### config.mk
export PLATFORM = sky130hd
export DESIGN_NAME = sdram_frame_arbiter
export DESIGN_NICKNAME = d
export VERILOG_FILES = /design/src/rtl/sdram_frame_arbiter.sv
export SDC_FILE = /design/constraint.sdc
export NUM_CORES = 1
export LEC_CHECK = 0
export ABC_AREA = 0
export BUFFER_PORTS_ARGS = -buffer_cell sky130_fd_sc_hd__buf_2
export CORE_MARGIN = 4
export CORE_UTILIZATION = 24
export CTS_BUF_LIST = sky130_fd_sc_hd__clkbuf_16
export CTS_CLUSTER_DIAMETER = 150
export DETAILED_ROUTE_END_ITERATION = 12
export PLACE_DENSITY = 0.44
export RECOVER_POWER = 100
export SYNTH_ARGS = -nofsm -noshare
export SYNTH_HDL_FRONTEND = slang
export SYNTH_SLANG_ARGS = --single-unit
export TNS_END_PERCENT = 20
### constraint.sdc
create_clock -name clk_133M_i -period 2.64 [get_ports clk_133M_i]
set_input_delay 0.528 -clock clk_133M_i [delete_from_list [all_inputs] [get_ports clk_133M_i]]
set_output_delay 0.528 -clock clk_133M_i [all_outputs]
set_load 0.02 [all_outputs]
### src/rtl/sdram_frame_arbiter.sv
// sdram_frame_arbiter: one-line burst write/read arbiter in front of sdram_top.
// Ping-pongs two frame buffers so the VGA side only reads complete frames.
module sdram_frame_arbiter #(
   parameter int LINES     = 750,
   parameter int WR_THRESH = 512,
   parameter int RD_THRESH = 512,
   parameter int BANK_BIT  = 22
) (
   input  logic        clk_133M_i,
   input  logic        rst_133i,
   input  logic        wr_frame_start,
   input  logic        rd_frame_start,
   input  logic [10:0] fifo_used,
   input  logic [10:0] rd_fifo_used,
   input  logic        wr_sdram_ack,
   input  logic        rd_sdram_ack,
   output logic        wr_sdram_req,
   output logic [23:0] wr_sdram_add,
   output logic        rd_sdram_req,
   output logic [23:0] rd_sdram_add,
   output logic        frame_ready,
   output logic        wr_bank,
   output logic [1:0]  st
);

   localparam int LW = $clog2(LINES + 1);

   typedef enum logic [1:0] {
      S_IDLE = 2'd0,
      S_WR   = 2'd1,
      S_RD   = 2'd2
   } state_e;

   state_e        state_q, state_d;
   logic [LW-1:0] wr_line_q, wr_line_d;
   logic [LW-1:0] rd_line_q, rd_line_d;
   logic          wr_pend_q, wr_pend_d;
   logic          rd_pend_q, rd_pend_d;
   logic          wr_armed_q, wr_armed_d;
   logic          last_wr_q, last_wr_d;
   logic          wr_bank_q, wr_bank_d;
   logic          rd_bank_q, rd_bank_d;
   logic          rd_bank_nx_q, rd_bank_nx_d;
   logic          frame_ready_q, frame_ready_d;
   logic          wr_req_q, wr_req_d;
   logic          rd_req_q, rd_req_d;
   logic [23:0]   wr_add_q, wr_add_d;
   logic [23:0]   rd_add_q, rd_add_d;
   logic          wr_elig;
   logic          rd_elig;

   function automatic logic [23:0] line_addr(
      input logic          bank,
      input logic [LW-1:0] line
   );
      logic [23:0] a;
      a           = '0;
      a[21:9]     = 13'(line);
      a[BANK_BIT] = bank;
      return a;
   endfunction

   assign wr_elig = (fifo_used >= 11'(WR_THRESH))
                  && (wr_line_q < LW'(LINES))
                  && wr_armed_q;

   assign rd_elig = (rd_fifo_used <= 11'(RD_THRESH))
                  && (rd_line_q < LW'(LINES))
                  && frame_ready_q;

   always_comb begin
      state_d       = state_q;
      wr_line_d     = wr_line_q;
      rd_line_d     = rd_line_q;
      wr_pend_d     = wr_pend_q | wr_frame_start;
      rd_pend_d     = rd_pend_q | rd_frame_start;
      wr_armed_d    = wr_armed_q;
      last_wr_d     = last_wr_q;
      wr_bank_d     = wr_bank_q;
      rd_bank_d     = rd_bank_q;
      rd_bank_nx_d  = rd_bank_nx_q;
      frame_ready_d = frame_ready_q;
      wr_req_d      = 1'b0;
      rd_req_d      = 1'b0;

      unique case (state_q)
         S_IDLE: begin
            // frame boundaries take the whole cycle; no grant alongside them
            if (wr_pend_d || rd_pend_d) begin
               if (rd_pend_d) begin
                  rd_line_d = '0;
                  rd_bank_d = rd_bank_nx_q;
                  rd_pend_d = 1'b0;
               end
               if (wr_pend_d) begin
                  if (wr_line_q == LW'(LINES)) begin
                     rd_bank_nx_d  = wr_bank_q;
                     wr_bank_d     = ~wr_bank_q;
                     frame_ready_d = 1'b1;
                  end
                  wr_line_d  = '0;
                  wr_armed_d = 1'b1;
                  wr_pend_d  = 1'b0;
               end
            end else if (wr_elig && (!rd_elig || !last_wr_q)) begin
               state_d  = S_WR;
               wr_req_d = 1'b1;
            end else if (rd_elig) begin
               state_d  = S_RD;
               rd_req_d = 1'b1;
            end
         end
         S_WR: begin
            if (wr_sdram_ack) begin
               if (wr_line_q < LW'(LINES)) begin
                  wr_line_d = wr_line_q + LW'(1);
               end
               state_d   = S_IDLE;
               last_wr_d = 1'b1;
            end else begin
               wr_req_d = 1'b1;
            end
         end
         S_RD: begin
            if (rd_sdram_ack) begin
               if (rd_line_q < LW'(LINES)) begin
                  rd_line_d = rd_line_q + LW'(1);
               end
               state_d   = S_IDLE;
               last_wr_d = 1'b0;
            end else begin
               rd_req_d = 1'b1;
            end
         end
         default: begin
            state_d = S_IDLE;
         end
      endcase

      // line/bank cannot move mid-burst, so this also holds the address
      wr_add_d = line_addr(wr_bank_d, wr_line_d);
      rd_add_d = line_addr(rd_bank_d, rd_line_d);
   end

   always_ff @(posedge clk_133M_i or negedge rst_133i) begin
      if (!rst_133i) begin
         state_q       <= S_IDLE;
         wr_line_q     <= '0;
         rd_line_q     <= '0;
         wr_pend_q     <= 1'b0;
         rd_pend_q     <= 1'b0;
         wr_armed_q    <= 1'b0;
         last_wr_q     <= 1'b0;
         wr_bank_q     <= 1'b0;
         rd_bank_q     <= 1'b0;
         rd_bank_nx_q  <= 1'b0;
         frame_ready_q <= 1'b0;
         wr_req_q      <= 1'b0;
         rd_req_q      <= 1'b0;
         wr_add_q      <= '0;
         rd_add_q      <= '0;
      end else begin
         state_q       <= state_d;
         wr_line_q     <= wr_line_d;
         rd_line_q     <= rd_line_d;
         wr_pend_q     <= wr_pend_d;
         rd_pend_q     <= rd_pend_d;
         wr_armed_q    <= wr_armed_d;
         last_wr_q     <= last_wr_d;
         wr_bank_q     <= wr_bank_d;
         rd_bank_q     <= rd_bank_d;
         rd_bank_nx_q  <= rd_bank_nx_d;
         frame_ready_q <= frame_ready_d;
         wr_req_q      <= wr_req_d;
         rd_req_q      <= rd_req_d;
         wr_add_q      <= wr_add_d;
         rd_add_q      <= rd_add_d;
      end
   end

   assign wr_sdram_req = wr_req_q;
   assign wr_sdram_add = wr_add_q;
   assign rd_sdram_req = rd_req_q;
   assign rd_sdram_add = rd_add_q;
   assign frame_ready  = frame_ready_q;
   assign wr_bank      = wr_bank_q;
   assign st           = state_q;

endmodule

==> metrics.md <==
| Metric | Value |
|---|---|
| Outcome | `complete, but fails checks` |
| Failing checks | `max-capacitance violations, max-slew violations` |
| Root buffer cell | `clkbuf_16` |
| Worst VDD drop | `199 µV` |
| Post-Place Cells | `324` |
| Placer Congestion | `0.740` |
| Critical path capture point type | `register` |
| DR vias | `1500` |
| Synthesis-stage register bit count | `32` |
| Worst Setup SP | `st[0]` |
| Synth-to-layout area growth | `18.6%` |
| Pre-CTS WS | `slightly below 0.6 ns` |
| Post-CTS Resized | `0` |
| Multi-input logic area | `approximately 900 µm²` |
| Tcrit/Tclk final | `78.9%` |
| CP arrival | `approximately 2.2 ns` |
| Crit path kind | `register to register` |
| Starting Density | `25.0%` |
| EDFF count, synth | `0` |
| IO Pins | `82` |
| Max H-tree Level | `2` |
| Hold-fix buffers, CTS | `0` |
| Tmin final | `2.08 ns` |
| Die area | `9150 µm²` |
| Layout Nets | `approximately 260` |
| Yosys Warn Count | `0` |
| DRT antenna net count | `0` |
| Met2 usage | `roughly 16%` |
| Max-Cap Viols | `1` |
| Fin util | `29.7%` |
| 1st-iter DRT viols | `29` |
| DR DRC count | `0` |
| Die width | `around 96 µm` |
| Grt peak-use layer | `met2` |
| First-pass GRT wire length | `7250 µm` |
| R2R setup slack | `0.56 ns` |
| Max-slew violations | `33` |
| DP Area | `2100 µm²` |
| Clock sink total | `32` |
| Worst-case clock buffer depth | `2` |
| Required @ worst endpoint | `2.80 ns` |
| Crit path capture | `rd_line_q[7]` |
| Met1 Use GR | `between 10% and 20%` |
| Largest net degree at the start of global routing | `33` |
| Final std cells w/o fill | `332` |
| Residual overflow from global routing | `0` |
| Hpwl dp | `3270 µm` |
| FF+latch area | `801 µm²` |
| Total CTS buffers | `5` |
| Hold Vio Cnt, Final | `0` |
| CP Launch Type | `register` |
| Top_reg_cell synth | `dfrtp_1` |
| Drt pass-1 iters | `4` |
| Final Setup Violations | `0` |
| RSZ-0062 raised after global routing | `no` |
| Routed Wire Length | `4400 µm` |
| Die height | `95.7 µm` |
| DR WL/cell | `13.3 µm` |
| Clock insertion delay at the later pin of the skew report | `0.27 ns` |
| TritonCTS clock tree | `yes` |
| Critical path peak fanout | `9` |
| Total power draw | `1.20 mW` |
| Row count | `31` |
| Worst min-delay path class | `register to register` |
| P_leak | `1.04 nW` |
| Share of synthesized registers carrying an async set or reset | `100%` |
| IO Port Bufs | `46` |
| Final worst setup slack | `between 0.5 and 0.6 ns` |
| Actual slew at the worst max-slew pin | `1.85 ns` |
| Post-route setup TNS | `0 ns` |
| Post-synthesis cell type count | `48` |
| Clock slew seen by the registers of the worst setup and hold paths | `0.05 ns` |
| Avg Inst Size Synth | `10.2 µm²` |
| Ant. Diodes | `0` |
| Post-route cell area | `between 2000 and 2500 µm²` |
| R2r endpoint | `rd_line_q[7]` |
| Initial antenna violation count | `0` |
| Top-count cell post-synth | `dfrtp_1` |
| Top cell type by total area after synthesis | `dfrtp_1` |
| Mapped Cells | `180` |
| Vias in the first global route | `1461` |
| Core area | `7370 µm²` |
| Fill count | `822` |
| Worst hold slack | `0.459 ns` |
| Area contributors post-synth | `dfrtp_1 (43%), buf_4 (11%), mux2i_1 (7.6%), nand2_1 (4.1%), nand3_1 (2.7%)` |
| R2r startpoint | `st[0]` |
| Slew headroom | `-23.4%` |
| Worst r2r path cells | `4` |
| Pwr dens | `549 nW/µm²` |
| Post-CTS Setup Inserts | `0` |
| Share of post-route cells with drive strength above 1 | `about an eighth` |
| Skew final | `0.00276 ns` |
| Synth top cells by count | `dfrtp_1 (32), buf_4 (28), nand2_1 (20)` |
| Global routing met3 resource utilization | `3.71%` |
| Tot GR Track Use | `10.4%` |
| Fmax | `480 MHz` |
| Post-synthesis sequential area ratio | `a little over two fifths` |
| Drt via density | `4.52` |
| Share of the synthesized area in the top cell type | `43.4%` |
| Post-Syn Area | `between 1500 and 2000 µm²` |
[final cells by class]
class | instances | share of cell area, %
tap | 99 | 5.66
sequential | 32 | 36.6
multi-input combinational | 142 | 41.6
clock buffer | 5 | 5.72
clock inverter | 3 | 0.515
timing repair buffer | 49 | 9.55
inverter | 2 | 0.343
[cells in the final DEF (no fill, tap or decap), types with 2 or more instances in the layout]
cell type and n:
a31o_2 2, nand2_1 20, ha_1 3, o32ai_1 2, dfrtp_1 32, mux2i_1 14
and3_1 5, a211oi_1 2, clkbuf_1 31, clkbuf_16 5, nor4_1 2, nor2_1 8
inv_1 4, a21o_1 2, nand2b_1 2, a2111oi_0 3, buf_2 17, nor3_1 3
o21ai_0 6, a21oi_1 2, a32o_1 2, nand4_1 5, conb_1 26, nand3_1 10
[layer usage]
metal  wire length, µm  vias to the layer above
met2              1990                       60
met3               380                        7
met4                71                        0
met5                 0                        -
met1              1960                      709
li1                  -                      724
[worst min-delay path by stage]
stage,startpoint,cells past startpoint,end
4_1_cts,rst_133i,1,wr_line_q[2]
3_3_place_gp,wr_armed_q,1,wr_armed_q
3_5_place_dp,wr_armed_q,1,wr_armed_q
2_1_floorplan,rst_133i,0,frame_ready
6_report,wr_armed_q,1,wr_armed_q
5_1_grt,wr_armed_q,1,wr_armed_q
[state kept, by name (all words and copies together) (netlist names)]
signal / flops
wr_pend_q: 1
frame_ready: 1
wr_armed_q: 1
rd_bank_nx_q: 1
rd_pend_q: 1
wr_sdram_req: 1
rd_sdram_req: 1
wr_sdram_add: 2
rd_sdram_add: 2
last_wr_q: 1
rd_line_q: 9
wr_line_q: 9
st: 2
[critical path: stages, from the launching register on]
cell       delay (ns)
dfrtp_1          0.48
nand3b_1         0.31
a2111oi_0        0.85
nand3_1          0.18
mux2i_1          0.15
[cells by family (layout without fill, tap and decap cells)]
logic type               after synthesis  count (layout)  share of synthesized area, %
AO/OA/AOI/OAI                         30              30                          14.1
XOR/XNOR                               1               1                         0.475
adder cells (fa/ha/maj)                3               3                          2.04
buffers and inverters                 31              59                          12.0
flip-flops                            32              32                          43.4
multiplexers                          16              16                          8.82
other                                  1              26                         0.203
AND/OR/NAND/NOR                       66              66                          18.9
[report_power, final]
| group | internal, mW | switching (mW) |
|---|---|---|
| Combinational | 0.0380 | 0.103 |
| Clock | 0.339 | 0.201 |
| Sequential | 0.503 | 0.0167 |
Note: power is estimated with default switching activity, not from simulation.
